$ cat src/rtl/frame_strobe_gen_pkg.sv
// Shared types and header-word field layout for the configuration frame writer.
// Imported by the frame strobe generator and its sub-blocks.
package frame_cfg_pkg;

    typedef enum logic [1:0] {
        S_HDR    = 2'd0,
        S_DATA   = 2'd1,
        S_STROBE = 2'd2
    } state_t;

    localparam int unsigned HDR_FLAG_BIT = 31;
    localparam int unsigned HDR_COL_LSB  = 16;
    localparam int unsigned HDR_COL_W    = 8;
    localparam int unsigned HDR_CNT_LSB  = 8;
    localparam int unsigned HDR_CNT_W    = 5;
    localparam int unsigned HDR_FRM_LSB  = 0;
    localparam int unsigned HDR_FRM_W    = 5;

    typedef struct packed {
        logic [HDR_COL_W-1:0] col;
        logic [HDR_FRM_W-1:0] frame;
        logic [HDR_CNT_W:0]   count;
    } hdr_t;

    function automatic logic hdr_is_header(input logic [31:0] w);
        return w[HDR_FLAG_BIT];
    endfunction

    // Count field encodes count-1, so a 5-bit field covers 1..32 frames.
    function automatic hdr_t hdr_unpack(input logic [31:0] w);
        hdr_t h;
        h.col   = w[HDR_COL_LSB +: HDR_COL_W];
        h.frame = w[HDR_FRM_LSB +: HDR_FRM_W];
        h.count = {1'b0, w[HDR_CNT_LSB +: HDR_CNT_W]} + {{HDR_CNT_W{1'b0}}, 1'b1};
        return h;
    endfunction

endpackage

$ cat src/rtl/frame_strobe_gen_if.sv
// Bitstream word handshake plus frame-write outputs toward the column selectors.
interface frame_strobe_gen_if #(
    parameter int unsigned MaxFramesPerCol  = 20,
    parameter int unsigned FrameSelectWidth = 5,
    parameter int unsigned FrameBitsPerRow  = 32
) ();

    logic [31:0]                 WriteData;
    logic                        WriteValid;
    logic                        WriteReady;
    logic [FrameBitsPerRow-1:0]  FrameData;
    logic [MaxFramesPerCol-1:0]  FrameAddress;
    logic [FrameSelectWidth-1:0] FrameSelect;
    logic                        FrameStrobe;

    modport master (
        output WriteData,
        output WriteValid,
        input  WriteReady,
        input  FrameData,
        input  FrameAddress,
        input  FrameSelect,
        input  FrameStrobe
    );

    modport slave (
        input  WriteData,
        input  WriteValid,
        output WriteReady,
        output FrameData,
        output FrameAddress,
        output FrameSelect,
        output FrameStrobe
    );

endinterface

$ cat src/rtl/frame_index_decode.sv
// Binary frame index to one-hot frame address; all-zero when disabled or out of range.
module frame_index_decode #(
    parameter int unsigned OutWidth = 20,
    parameter int unsigned IdxWidth = 5
) (
    input  logic [IdxWidth-1:0] idx,
    input  logic                en,
    output logic [OutWidth-1:0] onehot
);

    always_comb begin
        onehot = '0;
        for (int unsigned i = 0; i < OutWidth; i++) begin
            onehot[i] = en && (32'(idx) == i);
        end
    end

endmodule

$ cat src/rtl/frame_strobe_gen.sv
// Parses bitstream header/data words and issues one-cycle frame write strobes
// with column number and one-hot frame address.
module frame_strobe_gen
    import frame_cfg_pkg::*;
#(
    parameter int unsigned MaxFramesPerCol  = 20,
    parameter int unsigned FrameSelectWidth = 5,
    parameter int unsigned NumCols          = 15,
    parameter int unsigned FrameBitsPerRow  = 32
) (
    input  logic                CLK,
    input  logic                RESET,
    frame_strobe_gen_if.slave   bus,
    output logic                Busy,
    output logic                Error
);

    state_t                      state_q, state_d;
    logic [HDR_COL_W-1:0]        col_q, col_d;
    logic [HDR_FRM_W-1:0]        frame_q, frame_d;
    logic [HDR_CNT_W:0]          remaining_q, remaining_d;
    logic                        valid_q, valid_d;
    logic                        error_q, error_d;
    logic [FrameBitsPerRow-1:0]  frame_data_q, frame_data_d;
    logic [FrameSelectWidth-1:0] frame_select_q, frame_select_d;

    logic                        write_ready;
    logic                        accept;
    logic                        strobe;
    logic [MaxFramesPerCol-1:0]  frame_addr;
    hdr_t                        hdr;

    assign write_ready = (state_q != S_STROBE);
    assign accept      = bus.WriteValid && write_ready;
    assign hdr         = hdr_unpack(bus.WriteData);

    always_comb begin
        state_d        = state_q;
        col_d          = col_q;
        frame_d        = frame_q;
        remaining_d    = remaining_q;
        valid_d        = valid_q;
        error_d        = error_q;
        frame_data_d   = frame_data_q;
        frame_select_d = frame_select_q;

        case (state_q)
            S_HDR: begin
                if (accept) begin
                    if (!hdr_is_header(bus.WriteData)) begin
                        error_d = 1'b1;
                    end else begin
                        col_d       = hdr.col;
                        frame_d     = hdr.frame;
                        remaining_d = hdr.count;
                        valid_d     = (32'(hdr.col) < NumCols) &&
                                      (32'(hdr.frame) < MaxFramesPerCol);
                        if (!valid_d) begin
                            error_d = 1'b1;
                        end
                        state_d = S_DATA;
                    end
                end
            end

            S_DATA: begin
                if (accept) begin
                    frame_data_d   = FrameBitsPerRow'(bus.WriteData);
                    frame_select_d = col_q[FrameSelectWidth-1:0];
                    state_d        = S_STROBE;
                end
            end

            S_STROBE: begin
                remaining_d = remaining_q - {{HDR_CNT_W{1'b0}}, 1'b1};
                if (remaining_q == {{HDR_CNT_W{1'b0}}, 1'b1}) begin
                    state_d = S_HDR;
                end else begin
                    // Column overrun disables the rest of the run; its words are still consumed.
                    if (32'(frame_q) == MaxFramesPerCol - 1) begin
                        frame_d = '0;
                        col_d   = col_q + {{(HDR_COL_W-1){1'b0}}, 1'b1};
                        if (32'(col_q) == NumCols - 1) begin
                            valid_d = 1'b0;
                            error_d = 1'b1;
                        end
                    end else begin
                        frame_d = frame_q + {{(HDR_FRM_W-1){1'b0}}, 1'b1};
                    end
                    state_d = S_DATA;
                end
            end

            default: begin
                state_d = S_HDR;
            end
        endcase
    end

    always_ff @(posedge CLK or posedge RESET) begin
        if (RESET) begin
            state_q        <= S_HDR;
            col_q          <= '0;
            frame_q        <= '0;
            remaining_q    <= '0;
            valid_q        <= 1'b0;
            error_q        <= 1'b0;
            frame_data_q   <= '0;
            frame_select_q <= '0;
        end else begin
            state_q        <= state_d;
            col_q          <= col_d;
            frame_q        <= frame_d;
            remaining_q    <= remaining_d;
            valid_q        <= valid_d;
            error_q        <= error_d;
            frame_data_q   <= frame_data_d;
            frame_select_q <= frame_select_d;
        end
    end

    // Strobe is decoded from registered state, so reset kills it in the same cycle.
    assign strobe = (state_q == S_STROBE) && valid_q;

    frame_index_decode #(
        .OutWidth (MaxFramesPerCol),
        .IdxWidth (HDR_FRM_W)
    ) u_decode (
        .idx    (frame_q),
        .en     (strobe),
        .onehot (frame_addr)
    );

    assign bus.WriteReady   = write_ready;
    assign bus.FrameData    = frame_data_q;
    assign bus.FrameSelect  = frame_select_q;
    assign bus.FrameStrobe  = strobe;
    assign bus.FrameAddress = frame_addr;
    assign Busy             = (state_q != S_HDR);
    assign Error            = error_q;

endmodule

$ cat src/flat_wrapper.sv
// flat-port wrapper written by rule: the top's interface ports become plain ports
module frame_strobe_gen_flat import frame_cfg_pkg::*;
#(
    parameter int unsigned MaxFramesPerCol  = 20,
    parameter int unsigned FrameSelectWidth = 5,
    parameter int unsigned NumCols          = 15,
    parameter int unsigned FrameBitsPerRow  = 32
)
  (CLK, RESET, Busy, Error, bus_WriteData, bus_WriteValid, bus_WriteReady, bus_FrameData, bus_FrameAddress, bus_FrameSelect, bus_FrameStrobe);
  frame_strobe_gen_if #(.MaxFramesPerCol(MaxFramesPerCol), .FrameSelectWidth(FrameSelectWidth), .FrameBitsPerRow(FrameBitsPerRow)) bus_i ();
  input  logic CLK;
  input  logic RESET;
  output logic Busy;
  output logic Error;
  input wire logic [$bits(bus_i.WriteData)-1:0] bus_WriteData;
  input wire logic [$bits(bus_i.WriteValid)-1:0] bus_WriteValid;
  output wire logic [$bits(bus_i.WriteReady)-1:0] bus_WriteReady;
  output wire logic [$bits(bus_i.FrameData)-1:0] bus_FrameData;
  output wire logic [$bits(bus_i.FrameAddress)-1:0] bus_FrameAddress;
  output wire logic [$bits(bus_i.FrameSelect)-1:0] bus_FrameSelect;
  output wire logic [$bits(bus_i.FrameStrobe)-1:0] bus_FrameStrobe;
  assign bus_i.WriteData = bus_WriteData;
  assign bus_i.WriteValid = bus_WriteValid;
  assign bus_WriteReady = bus_i.WriteReady;
  assign bus_FrameData = bus_i.FrameData;
  assign bus_FrameAddress = bus_i.FrameAddress;
  assign bus_FrameSelect = bus_i.FrameSelect;
  assign bus_FrameStrobe = bus_i.FrameStrobe;
  frame_strobe_gen #(.MaxFramesPerCol(MaxFramesPerCol), .FrameSelectWidth(FrameSelectWidth), .NumCols(NumCols), .FrameBitsPerRow(FrameBitsPerRow)) u_core (.CLK(CLK), .RESET(RESET), .bus(bus_i), .Busy(Busy), .Error(Error));
endmodule
$ cat config.mk
export PLATFORM = sky130hd
export DESIGN_NAME = frame_strobe_gen_flat
export DESIGN_NICKNAME = d
export VERILOG_FILES = /design/src/rtl/frame_strobe_gen_pkg.sv /design/src/rtl/frame_strobe_gen_if.sv /design/src/rtl/frame_index_decode.sv /design/src/rtl/frame_strobe_gen.sv /design/src/flat_wrapper.sv
export SDC_FILE = /design/constraint.sdc
export NUM_CORES = 1
export LEC_CHECK = 0
export CELL_PAD_IN_SITES_DETAIL_PLACEMENT = 1
export CELL_PAD_IN_SITES_GLOBAL_PLACEMENT = 1
export CORE_ASPECT_RATIO = 1.5
export CORE_MARGIN = 2
export CORE_UTILIZATION = 35
export DETAILED_ROUTE_END_ITERATION = 12
export GPL_TIMING_DRIVEN = 0
export PLACE_DENSITY = 0.86
export SKIP_LAST_GASP = 1
export SLEW_MARGIN = 20
export SYNTH_ARGS = -nofsm -noshare
export SYNTH_HDL_FRONTEND = slang
export SYNTH_SLANG_ARGS = --single-unit
$ cat constraint.sdc
create_clock -name CLK -period 2.4 [get_ports CLK]
set_input_delay 0.48 -clock CLK [delete_from_list [all_inputs] [get_ports CLK]]
set_output_delay 0.48 -clock CLK [all_outputs]
set_load 0.02 [all_outputs]
==> flow_summary.json <==
{
  "largest_delay_share_family_worst_path": "buffers and inverters",
  "timing.final.max_slew_violations": 0,
  "clock_skew_ns": 0.00896,
  "power_leakage_nw": 2.06,
  "yosys_warnings": 0,
  "antenna-diode-count": 0,
  "route.final.wire_length_um": 10100,
  "core_um2": 8720,
  "maximum_fanout_count_along_the_critical_path": 9,
  "worst_setup_hold_path_clk_slew_ns": 0.06,
  "first_iter_violations": 92,
  "fillerInstances": 1018,
  "total_power_w": 0.00613,
  "worstPathRequired_ns": 1.92,
  "worst_path_max_delay_cell": "clkdlybuf4s50_1",
  "sw_frac_of_total_pct": 37.9,
  "grt_max_degree": 47,
  "cts_made_buffers": 9,
  "power.share.clock_pct": 25.1,
  "average_routed_wire_per_standard_cell_um": 18.4,
  "critical_path.startpoint_type": "flop",
  "synth_cell_types": 50,
  "final_antenna_net_count": 0,
  "synthesis.area_um2": 3090,
  "critPathMostFrequentCell": "buf_4",
  "placed_cells_incl_taps": 530,
  "switching_power_summed_over_all_nets_w": 0.00232,
  "cts.path.max_buffers": 2,
  "finish.utilization_pct": 52.6,
  "period_minus_slack_ns": 2.32,
  "antenna_found_initial": 0,
  "ys.flop_type": "dfrtp_1",
  "gr-total-overflow": 0,
  "via_count": 2945,
  "dpl-instance-area_um2": 4210,
  "cts_tree": "yes",
  "fmax_mhz": 430,
  "p_int_w": 0.00380,
  "drc": 0,
  "irDropWorstVdd_uv": 680,
  "syn_to_final_growth_pct": 48.3,
  "synth_seq_cells": 60,
  "first_pass_iters": 4,
  "num_io_pins": 96,
  "maxSlewHeadroom_pct": 53.2,
  "die_width_um": 80.8,
  "mappedNetlistNets": 369,
  "final_tns_setup_ns": 0,
  "finalWeightedCongestion": 0.819,
  "worst_path_largest_cell_delay_ns": 0.61,
  "grt_util_all_layers_pct": 22.7,
  "async_reset_ff_share_pct": 100,
  "first_pass_grt_wire_length_um": 16400,
  "tightest_slew_ns": 0.702,
  "most-common-layout-cells": "clkdlybuf4s50_1 (73), nand2_1 (63), dfrtp_1 (59)",
  "arrival_ns": 1.84,
  "timing.final.setup_violations": 0,
  "outcome": "completed",
  "die_area_um2": 9620,
  "post-route-cell-area_um2": 4590,
  "chipHeight_um": 119,
  "max_cap_violations": 0,
  "combinational_share_of_power_pct": 44.2,
  "power.sequential.fraction_pct": 30.6,
  "initial_core_util_pct": 35.5,
  "timing.critical_path.to_type": "output pin",
  "vias_per_cell": 5.34,
  "nNetsFinal": 481,
  "number_of_global_route_vias_before_repair": 3251,
  "path_cells": "buf_4, nand3b_1, buf_4, inv_1, clkdlybuf4s50_1",
  "numClockSinks": 60,
  "holdCritPathClass": "input pin to async pin",
  "core.rowCount": 42,
  "cts.root.buffer_cell": "clkbuf_16",
  "synth.yosys.seq_area_share_pct": 48.5,
  "drive_above_1_share_pct": 17.0,
  "report.final.hold_viol_count": 0,
  "insertion_delay_ns": 0.34,
  "synth_edf_count": 0,
  "criticalPathCategory": "flop to output pin",
  "mostFrequentLayoutCell": "clkdlybuf4s50_1",
  "htreeDepth": 3,
  "stdcell_count": 551,
  "critical_path_buf_inv_count": 4,
  "average_size_of_a_mapped_cell_um2": 9.55,
  "dpl.hpwl_um": 7280,
  "port_buffers": 95,
  "power-per-cell-area_nw_per_um2": 1340,
  "timing.final.crit_share_pct": 96.9,
  "post_synth_inst_count": 324
}
==> layer usage <==
layer,wire [um],up-vias,global-route usage (%)
met5,0,-,0
met3,443,23,4.77
li1,-,1361,-
met4,288,0,11.3
met2,5600,97,40.5
met1,3790,1464,24.5
==> power groups by stage <==
| stage | logic [W] | registers, W | clock network (W) |
|---|---|---|---|
| after floorplan | 0.00117 | 0.00219 | 0 |
| after global placement | 0.00254 | 0.00185 | 0 |
| after detailed placement | 0.00263 | 0.00188 | 0 |
| after CTS | 0.00273 | 0.00187 | 0.00156 |
| after global routing | 0.00293 | 0.00194 | 0.00159 |
| final | 0.00271 | 0.00188 | 0.00154 |
==> final timing paths <==
| path | startpoint | endpoint | slack [ns] | cells after the start |
|---|---|---|---|---|
| min reg2reg | u_core.bus.FrameData[26] | u_core.bus.FrameData[26] | 0.48 | 2 |
| max | u_core.state_q[1] | bus_FrameStrobe | 0.08 | 5 |
| min in group CLK | u_core.bus.FrameData[26] | u_core.bus.FrameData[26] | 0.48 | 2 |
| max in group asynchronous | RESET | u_core.state_q[0] | 1.47 | 3 |
| max reg2reg | u_core.state_q[1] | u_core.col_q[1] | 0.34 | 8 |
| min | RESET | u_core.bus.FrameData[0] | 0.42 | 2 |
==> flip-flops by register name (all words and copies together) (netlist names) <==
signal and cells:
u_core.state_q 2, u_core.bus.FrameData 32, u_core.frame_q 5, u_core.col_q 8, u_core.bus.FrameSelect 5, u_core.remaining_q 6
u_core.valid_q 1, u_core.Error 1
==> metrics by stage <==
| stage | hold WS (ns) | setup WS, ns |
|---|---|---|
| global route | 0.435 | -0.0166 |
| detailed placement | 0.469 | -0.0951 |
| finish | 0.422 | 0.0751 |
| CTS | 0.424 | -0.0566 |
| floorplan | 0.464 | 0.435 |
| global placement | 0.459 | -0.737 |
==> worst reg2reg max path, stage by stage, from the launching register on <==
cell and delay, ns:
dfrtp_1 0.36, buf_4 0.16, and2b_1 0.17, buf_6 0.13
inv_2 0.24, a31o_1 0.24, and3_1 0.21, buf_6 0.13
mux2_4 0.30
==> cell families (layout without fill, tap and decap cells) <==
kind of cell    Yosys count  count (layout)  share of synthesized area, %
compound gates           61              61                          13.1
fa+ha+maj                10              10                          4.05
simple gates            136             136                          20.7
buf+inv                  32             149                          4.69
xor+xnor                  3               3                         0.850
flops                    60              60                          48.5
mux                      22              22                          8.09
==> repair_timing <==
action	CTS	global route
setup endpoints to repair	21	15
pin swaps	1	1
gates resized for setup	38	23
hold buffers	0	0
setup buffers	5	1
==> synth_stat cells, types with 3 or more instances <==
cell type / count / area share (%)
a21oi_1: 15 / 2.4
a41oi_1: 4 / 1.1
and2_1: 5 / 1.0
and3_1: 3 / 0.61
buf_2: 5 / 0.81
clkbuf_1: 9 / 1.1
dfrtp_1: 60 / 49
ha_1: 10 / 4.0
inv_1: 13 / 1.6
mux2_2: 20 / 7.3
nand2_1: 63 / 7.6
nand3_1: 13 / 2.1
nand4_1: 5 / 1.0
nor2_1: 22 / 2.7
nor3_1: 8 / 1.3
nor4_1: 4 / 0.81
o211ai_1: 3 / 0.73
o21ai_0: 16 / 2.6
o32ai_1: 3 / 0.85
or2_2: 3 / 0.61
==> layout make-up <==
cell class / instances / area, um^2 / share of cell area [%]
sequential: 60 / 1500 / 32.8
inverter: 14 / 55.1 / 1.20
clock buffer: 12 / 256 / 5.59
tap: 110 / 138 / 3.00
timing repair buffer: 102 / 980 / 21.4
buffer: 17 / 93.8 / 2.05
multi-input combinational: 232 / 1470 / 32.0
clock inverter: 4 / 95.1 / 2.07
Power figures use the tool's default switching activity.
